<file path="src/rtl/mips_pkg.sv">
// mips_pkg: shared pipeline constants for the fetch/hazard control slice.
package mips_pkg;
    localparam logic [1:0] ST_RUN     = 2'd0;
    localparam logic [1:0] ST_LDSTALL = 2'd1;
    localparam logic [1:0] ST_FLUSH   = 2'd2;
    localparam logic [1:0] ST_HALT    = 2'd3;
    localparam logic [31:0] NOP = 32'h0000_0000;
    function automatic logic [15:0] sat_inc(input logic [15:0] v);
        return (v == 16'hFFFF) ? v : v + 16'd1;
    endfunction
endpackage

</file>
<file path="src/rtl/load_use_detect.sv">
// load_use_detect: flags an ID instruction that reads the destination of a load in EX.
module load_use_detect #(
    parameter int RW = 5
) (
    input  logic          ex_is_load,
    input  logic [RW-1:0] ex_rd,
    input  logic [RW-1:0] id_rs,
    input  logic [RW-1:0] id_rt,
    input  logic          id_uses_rt,
    output logic          load_use
);
    assign load_use = ex_is_load & (ex_rd != '0) & ((ex_rd == id_rs) | (id_uses_rt & (ex_rd == id_rt)));
endmodule

</file>
<file path="src/rtl/hazard_fetch_controller.sv">
// hazard_fetch_controller: PC redirect, load-use stall, flush and halt sequencing for fetch.
module hazard_fetch_controller
    import mips_pkg::*;
#(
    parameter int AW           = 16,
    parameter int RW           = 5,
    parameter int FLUSH_CYCLES = 2
) (
    input  logic          clk,
    input  logic          reset,
    input  logic          ex_is_load,
    input  logic [RW-1:0] ex_rd,
    input  logic [RW-1:0] id_rs,
    input  logic [RW-1:0] id_rt,
    input  logic          id_uses_rt,
    input  logic          redirect_req,
    input  logic [AW-1:0] redirect_target,
    input  logic          halt_req,
    input  logic          resume,
    output logic [AW-1:0] jmp_loc,
    output logic          pc_mux_sel,
    output logic          stall,
    output logic          stall_pm,
    output logic          flush,
    output logic [15:0]   stall_count,
    output logic [1:0]    state_o
);
    localparam logic [2:0] FC_M1 = 3'(FLUSH_CYCLES - 1);
    logic [1:0]    state, nxt;
    logic [2:0]    cnt, cnt_d;
    logic [AW-1:0] tgt;
    logic          load_use, redir;
    load_use_detect #(.RW(RW)) u_lud (
        .ex_is_load(ex_is_load),
        .ex_rd(ex_rd),
        .id_rs(id_rs),
        .id_rt(id_rt),
        .id_uses_rt(id_uses_rt),
        .load_use(load_use)
    );
    // Redirect acts in its own cycle; HALT masks it completely.
    assign redir      = redirect_req & (state != ST_HALT);
    assign pc_mux_sel = redir;
    assign jmp_loc    = redir ? redirect_target : tgt;
    assign flush      = redir | (state == ST_FLUSH);
    assign state_o    = state;
    always_comb begin
        nxt   = state;
        cnt_d = cnt;
        if (redir) begin
            nxt   = (FLUSH_CYCLES == 1) ? ST_RUN : ST_FLUSH;
            cnt_d = FC_M1;
        end else begin
            case (state)
                ST_RUN:     nxt = load_use ? ST_LDSTALL : halt_req ? ST_HALT : ST_RUN;
                ST_LDSTALL: nxt = halt_req ? ST_HALT : ST_RUN;
                ST_FLUSH: begin
                    cnt_d = (cnt == 3'd0) ? 3'd0 : cnt - 3'd1;
                    nxt   = (cnt <= 3'd1) ? ST_RUN : ST_FLUSH;
                end
                default:    nxt = resume ? ST_RUN : ST_HALT;
            endcase
        end
    end
    always_ff @(posedge clk or negedge reset) begin
        if (!reset) begin
            state       <= ST_RUN;
            cnt         <= 3'd0;
            tgt         <= '0;
            stall       <= 1'b0;
            stall_pm    <= 1'b0;
            stall_count <= 16'd0;
        end else begin
            state       <= nxt;
            cnt         <= cnt_d;
            tgt         <= redir ? redirect_target : tgt;
            stall       <= (nxt == ST_LDSTALL) | (nxt == ST_HALT);
            stall_pm    <= (nxt == ST_LDSTALL) | (nxt == ST_HALT);
            stall_count <= (stall | flush) ? sat_inc(stall_count) : stall_count;
        end
    end
endmodule

</file>
<file path="config.mk">
export PLATFORM = sky130hd
export DESIGN_NAME = hazard_fetch_controller
export DESIGN_NICKNAME = d
export VERILOG_FILES = /design/src/rtl/mips_pkg.sv /design/src/rtl/load_use_detect.sv /design/src/rtl/hazard_fetch_controller.sv
export SDC_FILE = /design/constraint.sdc
export NUM_CORES = 1
export LEC_CHECK = 0
export ABC_AREA = 0
export BUFFER_PORTS_ARGS = -buffer_cell sky130_fd_sc_hd__clkbuf_2
export CAP_MARGIN = 0
export CORE_AREA = 5 5 94 52
export DETAILED_ROUTE_END_ITERATION = 16
export DIE_AREA = 0 0 99 57
export GPL_ROUTABILITY_DRIVEN = 1
export GPL_TIMING_DRIVEN = 1
export PLACE_DENSITY = 0.8
export SLEW_MARGIN = 40
export SYNTH_ARGS = -nofsm -noshare
export SYNTH_HDL_FRONTEND = slang
export SYNTH_SLANG_ARGS = --single-unit
</file>
<file path="constraint.sdc">
create_clock -name clk -period 2.64 [get_ports clk]
set_input_delay 0.528 -clock clk [delete_from_list [all_inputs] [get_ports clk]]
set_output_delay 0.528 -clock clk [all_outputs]
set_load 0.02 [all_outputs]
</file>
Word level (Yosys, flattened, before mapping):

Cells that the tools add are included.
W data, S select, Z words.

* add/sub/neg operators: 2
* order comparisons: 1
* eq/ne operators: 8
* multiplexer cells: 10
* bitwise operators: 9
* reductions and logical operators: 5

Operator list (count)
* $add A16 B1 Y16 const B: 1
* $eq A16 B16 Y1 const B: 1
* $mux W16: 1
* $eq A5 B5 Y1: 2
* $mux W2: 5
* $mux W3: 3
* $pmux W2 S3: 1
* $reduce_bool A5 Y1: 1
* $and A1 B1 Y1: 4
* $eq A2 B1 Y1 const B: 2
* $eq A2 B2 Y1 const B: 2
* $or A1 B1 Y1: 4
* $le A3 B1 Y1 const B: 1
* $logic_not A3 Y1: 1
* $sub A3 B1 Y3 const B: 1
* $logic_not A2 Y1: 1
* $ne A2 B2 Y1 const B: 1
* $reduce_and A2 Y1: 1
* $reduce_bool A2 Y1: 1
* $not A1 Y1: 1

* flip-flop bits (word level): 38
* input bits: 38
* output and inout port bits: 38
* logic and storage cells: 40

Depth between registers and ports, before layout:

Gate-level depths: netlist of the first run.

* depth after elaboration: 9
* depth in mapped cells: 6
* depth with buffers taken out: 6

By module:

From an unflattened synthesis of the first run, not the netlist that was laid out.

* cell total of the unflattened synthesis: 156
* area, all modules: 1851.8 sq um

By module, submodules not included
* hazard_fetch_controller: instances 1, cells each 139, area an instance 1719.1 sq um, sequential area each 925.9 sq um
* load_use_detect: instances 1, cells each 17, area an instance 132.6 sq um, sequential area each 0.0 sq um

Worst setup path after synthesis of the first run:

No wires, ideal clock.

* path type: reg2out
* from: reg stall_pm (netlist name)
* to: out jmp_loc[10]
* data arrival time: 1575 ps
* data required time: 2112 ps
* setup slack: 537 ps
* stages on the path, launching flop included: 5
* path buffers: 2
* cells stage by stage: dfrtp_1 -> buf_2 -> a21oi_1 -> buf_2 -> mux2_2

RTL lines
* end, declared: line hazard_fetch_controller.sv:20 `output logic [AW-1:0] jmp_loc,`

==> results.tsv, run 1 <==
metric	value	unit
fp.dieW	99	um
final_cell_mix	clkbuf_2, dfrtp_1, mux2_2	
die_area	5640	sq um
die_y	57	um
gp_congestion	0.797	
p_leak	1.16	nW
vias_per_cell	5.09	
outcome	completed	
cts.clk_slew.worst_paths	0.07	ns
cts.repair.resized	0	
grt_max_degree	38	
num_antenna_cells	0	
grt_pass1_wl	6.87	mm
yosysSeqAreaShare	48.6	%
pre_cts_ws	0.429	ns
vias	1496	
crit_end	jmp_loc[6]	
synth_seq_cells	37	
critPathKind	flip-flop to output port	
wl	4.20	mm
critPathMaxFanout	13	
use_met3	5.13	%
maxCapViolations	0	
period_share	88.1	%
cts_setup_buffers	0	
htree_levels	2	
fin_skew	0.00600	ns
r2r_end	stall_count[14]	
setup_viol	0	
first_iter_violations	30	
cp-start-kind	flip-flop	
rows	17	
slew_headroom	62.5	%
finalMaxSlewViolations	0	
grt.met2_usage	22.2	%
tritoncts	built	
final_common_cell	clkbuf_2	
cp_data_arrival_time	1.80	ns
finalHoldViolations	0	
grt_pass1_vias	1460	
fmax	0.430	GHz
antenna_found_initial	0	
hold_buffers	0	
tns	0	ns
required	2.11	ns
grt_busiest_layer	met2	
io_buffer_count	75	
ir_worst_vdd	0.570	mV
drive_gt1_share	46.4	%
critPathCaptureType	output port	
overflow	0	
start_util	46.4	%
grtUsageMet1	22.0	%
avgSynthCellArea	12.0	sq um
crit_start	stall_pm	
yosys_warnings	0	
areaGrowthSynthToFinish	28.3	%
nets	277	
reg2regPathDepth	4	
fin_util	59.6	%
netlist_area	1910	sq um
synth-main-ff-cell	dfrtp_1	
grt_use_total	15.4	%
fin_ws	0.313	ns
clockBufferDepth	2	
async_flop_share	100	%
synth_nets	200	
regToRegSetupSlack	0.82	ns
worst_pin_slew	0.561	ns
hold_class	input pin to async pin	
min_period	2.33	ns
core	4110	sq um
synth_edf_count	0	
whs	0.221	ns
drt.antenna.violating_nets	0	
cts_buffers	5	
wl_per_cell	14.3	um
worstSkewPairLatency	0.29	ns
clock-sinks	37	
hpwl	3.33	mm
cts-root-buf	clkbuf_8	
io_pins	76	
drc	0	
p_per_area	755	nW/um^2
r2r_start	state_o[1]	
grt_setup_unrepaired	no	
ys_types	44	
dr.pass1.iters	4	
fillCellCount	369	
synth_cells	159	
==> logic make-up (layout without fill, tap and decap cells) <==
group	after synthesis	in the layout	synth area share, %
and+or+nand+nor	48	48	17.7
DFF	37	37	48.6
AOI/OAI and AO/OA	21	21	7.87
xor gates and xnor gates	21	21	9.65
muxes	19	19	11.4
buffers and inverters	10	88	2.95
adders and majority gates	3	3	1.97
==> metal layers <==
layer,vias up,part of all wire (%)
met1,719,49
met2,41,44
met4,0,0.48
li1,734,-
met5,-,0
met3,2,6.2
==> sequential cells by signal, indices dropped and copies added, names as in the netlist <==
| register | cells |
|---|---|
| stall_count | 16 |
| cnt | 3 |
| stall_pm | 1 |
| state_o | 1 |
| tgt | 16 |
==> metrics by stage <==
| stage | area [sq um] | instances | total power [W] |
|---|---|---|---|
| after floorplan | 1910 | 159 | 0.00115 |
| after global placement | 2330 | 286 | 0.00134 |
| after global routing | 2450 | 294 | 0.00195 |
| after CTS | 2450 | 294 | 0.00187 |
| final | 2450 | 294 | 0.00185 |
| after detailed placement | 2330 | 286 | 0.00136 |
==> layout make-up <==
| cell class | count | area [sq um] | area share (%) |
|---|---|---|---|
| Multi-Input combinational cell | 112 | 928 | 38.0 |
| Tap cell | 57 | 71.3 | 2.92 |
| Sequential cell | 37 | 926 | 37.9 |
| Clock inverter | 1 | 30.0 | 1.23 |
| Inverter | 3 | 11.3 | 0.460 |
| Clock buffer | 7 | 86.3 | 3.53 |
| Timing Repair Buffer | 77 | 393 | 16.1 |
==> synth_stat cells (2+ instances only) <==
cell type | instances | area share (%)
o31ai_1 | 4 | 1.6
nand2_1 | 4 | 0.79
mux2_2 | 16 | 9.4
nor3_4 | 3 | 2.6
buf_2 | 3 | 0.79
o211ai_1 | 2 | 0.79
nand2b_1 | 4 | 1.3
xor2_1 | 15 | 6.9
nand3_1 | 6 | 1.6
ha_1 | 3 | 2.0
buf_4 | 2 | 0.79
nand4_1 | 5 | 1.6
nor2_1 | 4 | 0.79
inv_1 | 3 | 0.59
xnor2_1 | 6 | 2.8
a21oi_1 | 4 | 1.0
dfrtp_1 | 37 | 49
nand4b_1 | 2 | 0.92
nor4_1 | 2 | 0.66
and4_1 | 3 | 1.4
nor4b_2 | 2 | 1.6
a22o_1 | 2 | 0.92
o21ai_0 | 2 | 0.52
and3_1 | 2 | 0.66
nor3_1 | 4 | 1.0
==> power by group <==
part / switching [W] / total, W / leakage (nW) / internal (W)
Clock: 0.000196 / 0.000504 / 0.0585 / 0.000308
Sequential: 0.000124 / 0.000795 / 0.455 / 0.000671
Combinational: 0.000319 / 0.000549 / 0.645 / 0.000230
Total: 0.000639 / 0.00185 / 1.16 / 0.00121
==> critical path, stage by stage (launching register included) <==
cell and delay [ns]:
dfrtp_1 0.54, a21oi_2 0.23, buf_4 0.21, mux2_2 0.37
clkbuf_2 0.16
==> how the worst min path moves through the flow <==
| stage | from | to | slack [ns] | cells after the start |
|---|---|---|---|---|
| floorplan | reset | cnt[0] | 0.23 | 0 |
| global placement | tgt[0] | tgt[0] | 0.48 | 1 |
| detailed placement | tgt[12] | tgt[12] | 0.49 | 1 |
| CTS | reset | tgt[12] | 0.24 | 1 |
| global route | reset | tgt[10] | 0.26 | 1 |
| finish | reset | stall_count[5] | 0.22 | 1 |
Note: power is estimated with default switching activity, not from simulation.
==> run 2, diff against run 1 <==
--- a/config.mk
+++ b/config.mk
@@ -6,13 +6,14 @@
 export NUM_CORES = 1
 export LEC_CHECK = 0
 export ABC_AREA = 0
+export ABC_CLOCK_PERIOD_IN_PS = 2640
 export BUFFER_PORTS_ARGS = -buffer_cell sky130_fd_sc_hd__clkbuf_2
 export CAP_MARGIN = 0
 export CORE_AREA = 5 5 94 52
 export DETAILED_ROUTE_END_ITERATION = 16
 export DIE_AREA = 0 0 99 57
 export GPL_ROUTABILITY_DRIVEN = 1
-export GPL_TIMING_DRIVEN = 1
+export GPL_TIMING_DRIVEN = 0
 export PLACE_DENSITY = 0.8
 export SLEW_MARGIN = 40
 export SYNTH_ARGS = -nofsm -noshare
==> results.tsv, run 2 (synthesis results as in run 1) <==
metric	value	unit
grt_pass1_vias	1503	
rows	17	
wl_per_cell	14.6	um
overflow	0	
io_buffer_count	75	
drt.antenna.violating_nets	0	
p_int	0.00111	W
antenna_found_initial	0	
comb_power_share	32.4	%
whs	0.227	ns
dr.pass1.iters	4	
p_clk_share	22.2	%
nets	282	
io_pins	76	
reg2regPathDepth	5	
clockBufferDepth	2	
grt_max_degree	38	
num_antenna_cells	0	
regToRegSetupSlack	0.83	ns
stdcell_area	2440	sq um
p_per_area	710	nW/um^2
fmax	0.405	GHz
fin_skew	0.00195	ns
final_common_cell	clkbuf_2	
period_share	93.5	%
placed_area	2360	sq um
biggestRegsByFlops	stall_count x16, tgt x16, cnt x3	
die_area	5640	sq um
wl	4.34	mm
fp.dieW	99	um
finalMaxSlewViolations	0	
cts_buffers	5	
final_cell_mix	clkbuf_2, dfrtp_1, mux2_2	
slew_headroom	63.6	%
ir_worst_vdd	0.538	mV
worst_pin_slew	0.545	ns
vias_per_cell	5.11	
core	4110	sq um
gp_congestion	0.806	
cp_data_arrival_time	1.94	ns
grt_use_total	15.9	%
min_period	2.47	ns
worstSkewPairLatency	0.28	ns
maxCapViolations	0	
setup_viol	0	
required	2.11	ns
cts.clk_slew.worst_paths	0.07	ns
grt_setup_unrepaired	no	
cp_slowest_stage_delay	0.40	ns
die_y	57	um
finalHoldViolations	0	
cts-root-buf	clkbuf_8	
vias	1522	
critPathMaxFanout	10	
cp_common_cell	buf_2	
htree_levels	2	
drive_gt1_share	46.5	%
p_switching	0.000624	W
drc	0	
crit_family	buffers and inverters	
cp_slowest_cell	dfrtp_1	
hpwl	3.32	mm
seqPwrFrac	45.4	%
hold_class	input pin to async pin	
critPathKind	flip-flop to output port	
switching_share	35.9	%
start_util	46.4	%
path_depth	5	
cp-start-kind	flip-flop	
tritoncts	built	
worstPathCellList	buf_2 -> a21oi_1 -> buf_2 -> mux2_2 -> clkbuf_2	
p_leak	1.17	nW
clock-sinks	37	
first_iter_violations	58	
outcome	completed	
areaGrowthSynthToFinish	28.2	%
grt_pass1_wl	7.14	mm
tns	0	ns
path_buf_inv	3	
hold_buffers	0	
critPathCaptureType	output port	
run 2: repair_timing:
action,CTS,global route
setup endpoints to repair,0,4
setup buffers,0,0
resized for setup,0,1
run 2: final cells by class:
type / count / area, sq um
flip-flops and latches: 37 / 926
inverters: 3 / 11.3
clock buffers: 7 / 86.3
well taps: 57 / 71.3
plain buffers: 7 / 47.5
multi-input cells: 112 / 925
fillers: 376 / 1660
repair buffers: 75 / 378
run 2: power groups by stage:
| stage | logic [W] | registers (W) | clock network (W) |
|---|---|---|---|
| 6_report | 0.000562 | 0.000788 | 0.000386 |
| 3_5_place_dp | 0.000568 | 0.000793 | 0 |
| 3_3_place_gp | 0.000553 | 0.000789 | 0 |
| 5_1_grt | 0.000614 | 0.000803 | 0.000430 |
| 2_1_floorplan | 0.000295 | 0.000851 | 0 |
| 4_1_cts | 0.000569 | 0.000785 | 0.000406 |
run 2: final timing paths:
| check | start | endpoint |
|---|---|---|
| max | stall_pm | jmp_loc[14] |
| min | reset | tgt[12] |
| max reg2reg | stall_count[0] | stall_count[14] |
| min reg2reg | tgt[4] | tgt[4] |
| max in group asynchronous | reset | cnt[0] |
| min in group clk | redirect_target[4] | tgt[4] |
run 2: layer usage:
layer / GRT usage [%] / wire [um]
met1: 21.8 / 2080
met2: 22.5 / 1830
met3: 6.35 / 354
met4: 6.42 / 80
met5: 0 / 0
run 2: per-stage QoR:
step	total power, W	setup WS (ns)	instances	utilization, %
floorplan	0.00115	0.537	159	-
CTS	0.00176	0.104	298	59.5
global placement	0.00134	0.272	291	57.3
finish	0.00174	0.172	298	59.6
detailed placement	0.00136	0.242	291	57.4
global route	0.00185	0.0422	298	59.6
